### src/rtl/inst_fetch.sv
// Instruction fetch unit: drives a two-phase memory read (load pulse, data
// one cycle later), buffers fetched words in a 2-entry {pc, inst} FIFO and
// presents the FIFO head to decode with a valid/ready handshake.
module inst_fetch #(
  parameter logic [31:0] RESET_PC = 32'h0000_0000
) (
  input  logic        clk,
  input  logic        rst_n,
  output logic        load,
  output logic [31:0] addr,
  input  logic [31:0] data,
  input  logic        redirect,
  input  logic [31:0] redirect_pc,
  output logic        inst_valid,
  input  logic        inst_ready,
  output logic [31:0] inst,
  output logic [31:0] inst_pc
);

  typedef enum logic [1:0] {
    IDLE = 2'd0,
    REQ  = 2'd1,
    WAIT = 2'd2
  } state_e;

  state_e state_q, state_d;

  // start_q delays the first request by one cycle after reset release
  logic start_q, start_d;

  logic [31:0] pc_q, pc_d;
  logic        load_q, load_d;
  logic [31:0] addr_q, addr_d;

  logic [1:0][31:0] fifo_pc_q, fifo_pc_d;
  logic [1:0][31:0] fifo_inst_q, fifo_inst_d;
  logic             rd_ptr_q, rd_ptr_d;
  logic             wr_ptr_q, wr_ptr_d;
  logic [1:0]       count_q, count_d;

  logic        inst_valid_q, inst_valid_d;
  logic [31:0] inst_q, inst_d;
  logic [31:0] inst_pc_q, inst_pc_d;

  logic       pop_s;
  logic       push_s;
  logic [1:0] cnt_after_pop_s;
  logic [1:0] cnt_after_push_s;
  logic       room_idle_s;
  logic       room_wait_s;

  // Handshake and room evaluation; count never exceeds 1 while in WAIT,
  // so the post-push count fits in two bits.
  always_comb begin
    pop_s            = inst_valid_q & inst_ready;
    push_s           = (state_q == WAIT) & ~redirect;
    cnt_after_pop_s  = count_q - {1'b0, pop_s};
    cnt_after_push_s = cnt_after_pop_s + 2'd1;
    room_idle_s      = (cnt_after_pop_s < 2'd2);
    room_wait_s      = (cnt_after_push_s < 2'd2);
  end

  // FSM state register
  always_ff @(posedge clk or negedge rst_n) begin
    if (!rst_n) begin
      state_q <= IDLE;
    end else begin
      state_q <= state_d;
    end
  end

  // FSM next-state logic; redirect always parks the FSM in IDLE
  always_comb begin
    state_d = state_q;
    if (redirect) begin
      state_d = IDLE;
    end else begin
      case (state_q)
        IDLE: begin
          if (start_q && room_idle_s) begin
            state_d = REQ;
          end else begin
            state_d = IDLE;
          end
        end
        REQ: begin
          state_d = WAIT;
        end
        WAIT: begin
          if (room_wait_s) begin
            state_d = REQ;
          end else begin
            state_d = IDLE;
          end
        end
        default: begin
          state_d = IDLE;
        end
      endcase
    end
  end

  // Output and datapath next values: pc, FIFO, and registered outputs
  always_comb begin
    start_d     = 1'b1;
    pc_d        = pc_q;
    fifo_pc_d   = fifo_pc_q;
    fifo_inst_d = fifo_inst_q;
    rd_ptr_d    = rd_ptr_q;
    wr_ptr_d    = wr_ptr_q;
    count_d     = count_q;

    if (redirect) begin
      // Flush everything, including a word still in flight
      pc_d     = {redirect_pc[31:2], 2'b00};
      rd_ptr_d = 1'b0;
      wr_ptr_d = 1'b0;
      count_d  = 2'd0;
    end else begin
      if (push_s) begin
        fifo_pc_d[wr_ptr_q]   = pc_q;
        fifo_inst_d[wr_ptr_q] = data;
        wr_ptr_d              = ~wr_ptr_q;
        pc_d                  = pc_q + 32'd4;
      end else begin
        wr_ptr_d = wr_ptr_q;
      end
      if (pop_s) begin
        rd_ptr_d = ~rd_ptr_q;
      end else begin
        rd_ptr_d = rd_ptr_q;
      end
      count_d = count_q + {1'b0, push_s} - {1'b0, pop_s};
    end

    // The address only moves when a request is being launched
    load_d = (state_d == REQ);
    if (state_d == REQ) begin
      addr_d = pc_d;
    end else begin
      addr_d = addr_q;
    end

    inst_valid_d = (count_d != 2'd0);
    inst_d       = fifo_inst_d[rd_ptr_d];
    inst_pc_d    = fifo_pc_d[rd_ptr_d];
  end

  // Datapath and output registers
  always_ff @(posedge clk or negedge rst_n) begin
    if (!rst_n) begin
      start_q      <= 1'b0;
      pc_q         <= RESET_PC;
      load_q       <= 1'b0;
      addr_q       <= RESET_PC;
      fifo_pc_q    <= '0;
      fifo_inst_q  <= '0;
      rd_ptr_q     <= 1'b0;
      wr_ptr_q     <= 1'b0;
      count_q      <= 2'd0;
      inst_valid_q <= 1'b0;
      inst_q       <= 32'd0;
      inst_pc_q    <= 32'd0;
    end else begin
      start_q      <= start_d;
      pc_q         <= pc_d;
      load_q       <= load_d;
      addr_q       <= addr_d;
      fifo_pc_q    <= fifo_pc_d;
      fifo_inst_q  <= fifo_inst_d;
      rd_ptr_q     <= rd_ptr_d;
      wr_ptr_q     <= wr_ptr_d;
      count_q      <= count_d;
      inst_valid_q <= inst_valid_d;
      inst_q       <= inst_d;
      inst_pc_q    <= inst_pc_d;
    end
  end

  assign load       = load_q;
  assign addr       = addr_q;
  assign inst_valid = inst_valid_q;
  assign inst       = inst_q;
  assign inst_pc    = inst_pc_q;

endmodule

### config.mk
export PLATFORM = sky130hd
export DESIGN_NAME = inst_fetch
export DESIGN_NICKNAME = d
export VERILOG_FILES = /design/src/rtl/inst_fetch.sv
export SDC_FILE = /design/constraint.sdc
export NUM_CORES = 1
export LEC_CHECK = 0
export ABC_AREA = 1
export BUFFER_PORTS_ARGS = -buffer_cell sky130_fd_sc_hd__buf_2
export CAP_MARGIN = 15
export CORE_MARGIN = 2
export CORE_UTILIZATION = 51
export CTS_BUF_LIST = sky130_fd_sc_hd__clkbuf_16
export DETAILED_ROUTE_END_ITERATION = 10
export PLACE_DENSITY = 0.76
export SETUP_SLACK_MARGIN = 0.02
export SYNTH_ARGS = -nofsm -noshare
export SYNTH_HDL_FRONTEND = slang
export SYNTH_SLANG_ARGS = --single-unit
### constraint.sdc
create_clock -name clk -period 1.8 [get_ports clk]
set_input_delay 0.18 -clock clk [delete_from_list [all_inputs] [get_ports clk]]
set_output_delay 0.18 -clock clk [all_outputs]
set_load 0.01 [all_outputs]
==> results.cfg <==
[outcome]
status = finished with violations
violations = negative setup slack

[synth]
synth_nets = 1192
yosys_warnings = 0
synth_compound_area_frac = 0.09019
synthXorXnorAreaFrac = 0.007175
synthAdderAreaFrac = 0.004555
avgSynthCellArea_um2 = 9.810
synth_top_family_by_area = simple AND/OR/NAND/NOR gates
syn_area_mm2 = 0.01099
yosysTopAreaCellShare = 0.6036
synthTopCellsByArea = dfrtp_1, nand2_1, o21ai_0
synthMuxAreaShare = 0.04407
yosys.area_share.simple = 0.1897
yosys.area.top_type = dfrtp_1
syn_inst = 1120
yosysSeqAreaShare = 0.6036
ys_seq_elements = 265
yosysUniqueCellTypes = 39

[layout]
multi_input_area_mm2 = 0.003969
final_cells = 1690
mostFrequentLayoutCell = dfrtp_1
syn_to_final_growth_pct = 32.23
num-nets-final = 1468
layout_common_cells = dfrtp_1, nand2_1, buf_2, inv_1, o21ai_0
fillers = 1515
drive_gt1_frac = 0.3053
ff_latch_area_mm2 = 0.006636
antenna_cells = 0

[global_routing]
antenna_found_initial = 0
overflow = 0
grt_pass1_vias = 8359
grt_max_degree = 72
grt_pass1_wl_um = 41220
track_usage = 0.2265

[pwr]
combPwrFrac = 0.306
p_per_area_mw_per_mm2 = 1430
p_seq_frac = 0.434
leakagePower_nw = 7.141
pwr-share-clk = 0.259
power.share.switching = 0.3147
vdd.ir_drop.worst_uv = 865.1
switching_power_w = 0.006537
internal_power_w = 0.01424

[clock_network]
numCtsBuffers = 27
insertion_delay_ns = 0.53
clock_path_buffers = 3
cts-root-buf = clkbuf_16
clk_pin_slew_ns = 0.06
htreeDepth = 1
clock_sinks = 265
cts_tree = built

[route]
ant_nets = 0
remaining_drc_errors = 0
drt-pass1-iter-count = 5
via_count = 8827
totalWireLength_um = 28550
drtIter0Drc = 492
wl_per_cell_um = 16.89
viasPerCell = 5.223

[worst_setup_path]
start_kind = register
worstPathArrival_ns = 2.19
worstPathRequired_ns = 2.17
worstSetupPathType = reg2reg
worst_setup_path_end_kind = register
path_max_fanout = 7

[die]
die_h_um = 150.8
die_area_mm2 = 0.02273
io_pins = 166
die_x_um = 150.8
rows = 53
start_util = 0.5210
core_region_area_mm2 = 0.02109

[sta]
fin_crit_sh = 1.010
min_period_ns = 1.818
setup_viol = 1
hold_viol = 0
fin_skew_ns = 0.01322
fin_ws_ns = -0.01774
tns_ns = -0.01774
maxSlewViolCount = 0
fmax_ghz = 0.5501
rsz0062_at_grt = true

[run]
cap_violations = 0

[hold_path]
min_path_type = in2reg

[placed_design]
gp_congestion = 0.9174
dp_hpwl_um = 16770
numPortBuffers = 163
post-place-cells = 1558
logic make-up (layout without fill, tap and decap cells):
| family | after synthesis | count (layout) |
|---|---|---|
| adder cells (fa/ha/maj) | 4 | 4 |
| other | 1 | 1 |
| buffers and inverters | 161 | 454 |
| AND/OR/NAND/NOR | 458 | 460 |
| multiplexers | 43 | 43 |
| XOR/XNOR | 9 | 9 |
| flip-flops | 265 | 265 |
| AO/OA/AOI/OAI | 179 | 179 |
per-layer routing:
layer  GRT usage  up-vias  part of all wire
met1      0.3306     4296              0.43
met4     0.05093        0             0.019
met5           0        -                 0
met2      0.3611      350              0.48
li1            -     4139                 -
met3     0.03675       42             0.065
critical path: stages (launching register included):
cell and delay (ns):
dfrtp_1 0.41, nor2_4 0.12, nand2_4 0.11, nor2_4 0.17
buf_6 0.17, clkbuf_16 0.19, mux2_4 0.31, nand2_1 0.05
o21ai_0 0.12
cell usage after synthesis:
cell type	n
buf_4	4
nor2_2	1
and2_1	2
a21boi_0	5
nor3_1	5
nand2_1	268
mux2_2	43
or2_2	67
inv_2	1
nand3_1	56
nand3_2	2
nor2_4	5
nand3b_1	1
buf_1	3
nand2_2	1
inv_1	109
nor2_1	29
buf_6	3
o22ai_1	1
nand2_4	1
xnor2_1	4
ha_1	4
clkbuf_2	6
dfrtp_1	265
conb_1	1
o21bai_1	3
a21boi_1	4
o21ai_1	17
a21oi_1	1
a31oi_1	1
o21ai_0	122
a21o_1	1
o21a_1	22
buf_2	11
nand4_1	11
or2_0	9
xor2_1	5
clkbuf_1	24
o211ai_1	2
flip-flops by register name (all words and copies together) (netlist names):
| name | cells |
|---|---|
| pc_q | 32 |
| rd_ptr_q | 1 |
| start_q | 1 |
| inst | 32 |
| state_q | 2 |
| wr_ptr_q | 1 |
| fifo_inst_q | 64 |
| inst_valid | 1 |
| inst_pc | 32 |
| count_q | 2 |
| load | 1 |
| addr | 32 |
| fifo_pc_q | 64 |
through the flow:
stage / total power [W] / utilization / hold WS (ns) / area (um2) / setup WS [ns]
2_1_floorplan: 0.01234 / - / -0.1156 / 10990 / 0.02290
3_3_place_gp: 0.01453 / 0.5904 / 0.1121 / 12450 / 0.02392
3_5_place_dp: 0.01479 / 0.5904 / 0.1099 / 12450 / -0.005650
4_1_cts: 0.02034 / 0.6601 / -0.07175 / 13920 / 0.006643
5_1_grt: 0.02201 / 0.6889 / 0.05776 / 14530 / -0.07241
6_report: 0.02077 / 0.6889 / 0.05927 / 14530 / -0.01774
area by class of cell:
cell class | instances | area share
clock buffers | 27 | 0.04651
clock inverters | 21 | 0.01120
inverters | 110 | 0.02877
multi-input cells | 696 | 0.2732
flip-flops and latches | 265 | 0.4568
well taps | 275 | 0.02368
repair buffers | 296 | 0.1598
power groups by stage:
stage / clock (W) / combinational (W) / sequential, W
after floorplan: 0 / 0.00288 / 0.00946
after global placement: 0 / 0.00556 / 0.00897
after detailed placement: 0 / 0.00575 / 0.00904
after CTS: 0.00545 / 0.00591 / 0.00897
after global routing: 0.00569 / 0.00709 / 0.00923
final: 0.00539 / 0.00636 / 0.00902
timing repair:
item	in CTS	in global routing
resized for setup	4	120
hold buffers	62	1
setup buffers	0	9
cloned	0	12
hold endpoints to repair	362	2
pin swaps	0	20
setup endpoints to repair	35	135
path summary, 6_finish.rpt:
kind                                 startpoint                         to  slack (ns)  depth (start not counted)
setup / recovery           state_q[0]$_DFF_PN0_          inst[7]$_DFF_PN0_       -0.02                          8
hold / removal                         redirect       state_q[1]$_DFF_PN0_        0.06                          3
setup reg to reg           state_q[0]$_DFF_PN0_          inst[7]$_DFF_PN0_       -0.02                          8
hold reg to reg            addr[14]$_DFFE_PN0N_       addr[14]$_DFFE_PN0N_        0.48                          2
max in group asynchronous                 rst_n       state_q[1]$_DFF_PN0_        0.93                          3
min in group asynchronous                 rst_n  fifo_inst_q[42]$_DFF_PN0_        0.15                          2
(Power assumes the default switching activity.)
